$ cat config.mk
export PLATFORM = sky130hd
export DESIGN_NAME = regfile_write_queue
export DESIGN_NICKNAME = d
export VERILOG_FILES = /design/src/rtl/regfile_write_queue.sv
export SDC_FILE = /design/constraint.sdc
export NUM_CORES = 1
export LEC_CHECK = 0
export CORE_UTILIZATION = 57
export DETAILED_ROUTE_END_ITERATION = 8
export DONT_BUFFER_PORTS = 1
export PLACE_DENSITY = 0.75
export SLEW_MARGIN = 30
export SYNTH_ARGS = -nofsm -noshare
export SYNTH_HDL_FRONTEND = slang
export SYNTH_SLANG_ARGS = --single-unit
$ cat constraint.sdc
create_clock -name clk -period 3.1 [get_ports clk]
set_input_delay 0.465 -clock clk [delete_from_list [all_inputs] [get_ports clk]]
set_output_delay 0.465 -clock clk [all_outputs]
set_load 0.01 [all_outputs]
$ cat src/rtl/regfile_write_queue.sv
// regfile_write_queue
// -------------------
// Buffers register-file write requests in a small circular FIFO. Each cycle
// the head entry is written to the register file unless hold is high. Pending
// entries are searched combinationally so that reads of a register with a
// write still in flight can take the youngest pending value.
//
// Ports
//   clk, reset            clock; asynchronous active-high reset
//   in_valid/in_ready     producer handshake; in_ready = !full
//   in_reg, in_data       destination register index and data
//   hold                  stalls draining (acceptance unaffected)
//   RegWrite              register file write enable (head valid and not held)
//   WriteRegister/Data    head entry, driven to 0 when empty
//   ReadRegister1/2       read indices to look up in the pending entries
//   fwd_hit1/2            a pending write targets that read index
//   fwd_data1/2           youngest pending data for that index, 0 on miss
//   count, empty, full    occupancy
module regfile_write_queue #(
  parameter int DEPTH = 4,
  parameter int WIDTH = 64
) (
  input  logic                     clk,
  input  logic                     reset,
  input  logic                     in_valid,
  output logic                     in_ready,
  input  logic [4:0]               in_reg,
  input  logic [WIDTH-1:0]         in_data,
  input  logic                     hold,
  output logic                     RegWrite,
  output logic [4:0]               WriteRegister,
  output logic [WIDTH-1:0]         WriteData,
  input  logic [4:0]               ReadRegister1,
  input  logic [4:0]               ReadRegister2,
  output logic                     fwd_hit1,
  output logic                     fwd_hit2,
  output logic [WIDTH-1:0]         fwd_data1,
  output logic [WIDTH-1:0]         fwd_data2,
  output logic [$clog2(DEPTH):0]   count,
  output logic                     empty,
  output logic                     full
);

  localparam int PTR_W = $clog2(DEPTH);
  localparam int CNT_W = PTR_W + 1;

  // Register 31 is the hardwired sink: writes to it are accepted and dropped,
  // and it never forwards.
  localparam logic [4:0] SINK_REG = 5'd31;

  logic [4:0]       regMem  [DEPTH];
  logic [WIDTH-1:0] dataMem [DEPTH];

  logic [PTR_W-1:0] headPtr;
  logic [PTR_W-1:0] tailPtr;
  logic             pushEn;
  logic             popEn;

  assign empty    = (count == '0);
  assign full     = (count == CNT_W'(DEPTH));
  assign in_ready = !full;

  // Only requests that will actually write something occupy a slot.
  assign pushEn = in_valid && in_ready && (in_reg != SINK_REG);
  assign popEn  = !empty && !hold;

  assign RegWrite      = popEn;
  assign WriteRegister = empty ? '0 : regMem[headPtr];
  assign WriteData     = empty ? '0 : dataMem[headPtr];

  // NOTE: sequential state uses non-blocking assignments so every register
  // samples the pre-edge values regardless of statement order.
  always_ff @(posedge clk or posedge reset) begin
    if (reset) begin
      headPtr <= '0;
      tailPtr <= '0;
      count   <= '0;
    end else begin
      if (pushEn) tailPtr <= tailPtr + 1'b1;
      if (popEn)  headPtr <= headPtr + 1'b1;
      case ({pushEn, popEn})
        2'b10:   count <= count + 1'b1;
        2'b01:   count <= count - 1'b1;
        default: count <= count;
      endcase
    end
  end

  // NOTE: the entry storage has no reset; its contents are only observable
  // through occupied slots, and count/pointers are reset instead.
  always_ff @(posedge clk) begin
    if (pushEn) begin
      regMem[tailPtr]  <= in_reg;
      dataMem[tailPtr] <= in_data;
    end
  end

  // Walk occupied slots from oldest (head) to youngest; a later match
  // overwrites an earlier one so the youngest pending value wins. The head
  // slot is included even while it is being written this cycle.
  logic [PTR_W-1:0] slot;

  // NOTE: every signal written in this block gets a default first so no
  // latch is inferred on paths where no slot matches.
  always_comb begin
    fwd_hit1  = 1'b0;
    fwd_hit2  = 1'b0;
    fwd_data1 = '0;
    fwd_data2 = '0;
    slot      = headPtr;
    for (int i = 0; i < DEPTH; i++) begin
      slot = headPtr + PTR_W'(i);
      if (CNT_W'(i) < count) begin
        if (regMem[slot] == ReadRegister1 && ReadRegister1 != SINK_REG) begin
          fwd_hit1  = 1'b1;
          fwd_data1 = dataMem[slot];
        end
        if (regMem[slot] == ReadRegister2 && ReadRegister2 != SINK_REG) begin
          fwd_hit2  = 1'b1;
          fwd_data2 = dataMem[slot];
        end
      end
    end
  end

endmodule

==> summary.txt <==
Clock network
  – Reg clk slew, reported paths: 0.06 ns
  – Clock sinks: 283
  – TritonCTS buffer count: 31
  – Clk_lat worst skew: 0.61 ns
  – H-tree depth: 1
  – CTS tree: yes
  – Clock root cell: clkbuf_16
  – CTS max path bufs: 3

Global route
  – GR met1 Demand/Resource: 0.460
  – First-pass GRT wire length: 107 mm
  – Initial antenna violation count: 5
  – Grt met3 use: 0.0999
  – Global Route Usage Sum: 0.371
  – GR peak layer: met2
  – GR Util met2: 0.594
  – Vias in the first global route: 18200
  – Largest net degree at the start of global routing: 99
  – Total grt overflow: 0

Outcome
  – Outcome: finished with violations
  – Violated checks: setup timing

Synthesis
  – Synth Instances: 1738
  – Mapped cell area: 21200 um2
  – Synth Flop Type: edfxtp_1
  – Post-synth EDFFs: 276
  – #FFs+latches synth: 283
  – Synth area leader: edfxtp_1
  – Top cell type's share of synthesized area: 0.392
  – Synth Area per Inst: 12.2 um2
  – Yosys warns: 0
  – Sequential element share of the synthesized area: 0.400
  – Top cells by count, synth: edfxtp_1, mux4_2, nor2_1, clkbuf_1, nor3_1
  – Most frequent cell after synthesis: edfxtp_1
  – Syn nets: 1830
  – Async SR Flop Fraction: 0.0247
  – Yosys cell types: 51
  – Top cells by area, synth: edfxtp_1, mux4_2, a211oi_2, nor2_1, a311oi_1

Placed design
  – Port Buffers: 0
  – Placed Cells: 2247
  – Gpl congestion: 0.930
  – Post-DP HPWL: 43.1 mm

Floorplan
  – Die area: 37900 um2
  – Die span in x: 195 um
  – Starting Density: 0.578
  – Die Ht: 195 um
  – IO Pins: 289
  – Core Region: 36600 um2
  – # rows: 70

Critical path
  – Setup slack, reg-to-reg: 0.78 ns
  – CP arrival: 3.57 ns
  – Setup crit end kind: primary output
  – CP max stage delay: 0.57 ns
  – FF-to-FF path depth: 10
  – WS Path Type: reg2out
  – R2r startpoint: count[0]$_DFFE_PP0P_
  – Cell Chain, Critical Path: buf_12, mux4_2, xnor2_2, o2111ai_2, nor3b_2, buf_4, buf_12, buf_12, a311oi_2, o31ai_1, buf_4
  – Critical R2R Capture: count[2]$_DFFE_PP0P_
  – Worst-path fanout max: 8
  – Crit-path most repeated cell: buf_12
  – Startpoint types: flip-flop
  – Required time of the worst setup path: 2.63 ns
  – Max stage delay cell, worst path: mux4_2

STA
  – Slew margin rel.: 0.494
  – Worst Skew: 0.0371 ns
  – Final hold violation count: 0
  – Tmin final: 4.03 ns
  – Final Max Tran Viols: 0
  – Setup ws final: -0.933 ns
  – Hold_ws: 0.279 ns
  – Final period utilization: 1.30
  – RSZ-0062 raised after global routing: true
  – Final-report setup violation count: 132
  – Max Fclk: 0.248 GHz
  – Worst Tran Pin Value: 0.752 ns

Detailed routing
  – Via density: 7.86
  – Initial DRC Count: 2974
  – First-pass DRT Iterations: 8
  – Antenna Nets Post-Route: 0
  – WL/cell: 33.1 um
  – Total Wirelength: 81.4 mm
  – Vias post-DR: 19300
  – DRC viols: 0

Final layout
  – Non-Filler Instances: 2459
  – Synth-to-layout area growth: 33.6%
  – Nets: 2055
  – Fraction of final layout cells sized beyond drive strength 1: 0.456
  – FILL cells: 1957

Min path
  – Worst hold path class: in2reg
  – Worst Hold Endpoint: headPtr[0]$_DFFE_PP0P_
  – Hold path startpoint: hold
  – Worst Hold Depth: 3

Power
  – Cell Pwr Density: 1060 nW/um2
  – Leak: 0.00934 uW
  – Maximum VDD drop: 0.720 mV

Job
  – Max-Cap Viols: 0
[through the flow]
stage / util / setup TNS [ns] / cell area [um2] / power [uW] / setup slack [ns]
after floorplan: - / 0 / 21200 / 16800 / 0.201
final: 0.772 / -96.08 / 28300 / 29900 / -0.933
after global placement: 0.635 / -10.32 / 23200 / 21400 / -0.191
after detailed placement: 0.635 / -14.21 / 23200 / 21800 / -0.236
after global routing: 0.772 / -106.47 / 28300 / 30700 / -0.993
after CTS: 0.717 / -95.50 / 26200 / 26600 / -0.774
[power by group]
| group | leakage [uW] | internal, uW | switching (uW) | total [uW] |
|---|---|---|---|---|
| Clock | 0.000455 | 1900 | 1570 | 3470 |
| Sequential | 0.00260 | 5060 | 561 | 5620 |
| Combinational | 0.00628 | 9340 | 11400 | 20800 |
[registers in the layout, summed over array words and instances (netlist names)]
| name | flops |
|---|---|
| dataMem | 256 |
| headPtr | 2 |
| regMem | 20 |
| tailPtr | 2 |
| count | 3 |
[cell families (layout without fill, tap and decap cells)]
| group | count (synthesis) | after routing | share of synthesized area |
|---|---|---|---|
| buffers and inverters | 212 | 460 | 0.0459 |
| AOI/OAI and AO/OA | 306 | 306 | 0.118 |
| and+or+nand+nor | 606 | 607 | 0.141 |
| other | 0 | 4 | 0 |
| DFF | 283 | 283 | 0.400 |
| xor gates and xnor gates | 45 | 45 | 0.0190 |
| adders and majority gates | 9 | 9 | 0.00532 |
| muxes | 277 | 277 | 0.271 |
[routing by layer]
layer / wire (um) / part of all wire
met5: 46 / 0.00057
met4: 6510 / 0.080
met3: 12000 / 0.15
met1: 26100 / 0.32
met2: 36700 / 0.45
[worst max-delay path, delay by kind of cell (launching register included)]
family	cells	cell delay [ns]
compound gates	3	0.62
xor+xnor	1	0.18
buf+inv	5	0.89
flops	1	0.47
mux	1	0.57
simple gates	1	0.26
[worst max path at each step]
stage	endpoint	from	slack [ns]
2_1_floorplan	fwd_data2[44]	headPtr[0]$_DFFE_PP0P_	0.20
3_3_place_gp	fwd_data2[44]	headPtr[0]$_DFFE_PP0P_	-0.19
3_5_place_dp	fwd_data2[44]	headPtr[0]$_DFFE_PP0P_	-0.24
4_1_cts	fwd_data1[25]	headPtr[0]$_DFFE_PP0P_	-0.77
5_1_grt	fwd_data2[3]	headPtr[0]$_DFFE_PP0P_	-0.99
6_report	fwd_data2[55]	headPtr[0]$_DFFE_PP0P_	-0.93
[cell type report]
type	count	area, um2	share of cell area
Clock buffer	36	795	0.0281
Clock inverter	21	136	0.00482
Antenna cell	4	10.0	0.000354
Timing Repair Buffer	389	4620	0.164
Inverter	14	52.6	0.00186
Tap cell	468	586	0.0207
Sequential cell	283	8470	0.300
Multi-Input combinational cell	1244	13600	0.481
[cell usage in the layout (no fill, tap or decap), drive strengths merged, types with 58 or more instances in the layout]
cell type / instances
buf: 293
edfxtp: 276
mux4: 236
nor2: 196
nor3: 101
nand2: 83
nor2b: 79
dlygate4sd3: 70
a31oi: 66
a311oi: 63
o31ai: 63
a211oi: 63
clkbuf: 61
nand3: 58
[what timing repair did]
| item | CTS | global route |
|---|---|---|
| endpoints found under the hold margin | 283 | 0 |
| gates cloned | 8 | 26 |
| setup buffers | 12 | 37 |
| hold buffers | 70 | 0 |
| pin swaps | 50 | 86 |
| gates resized for setup | 182 | 201 |
| endpoints found under the setup margin | 173 | 183 |
Note: power is estimated with default switching activity, not from simulation.
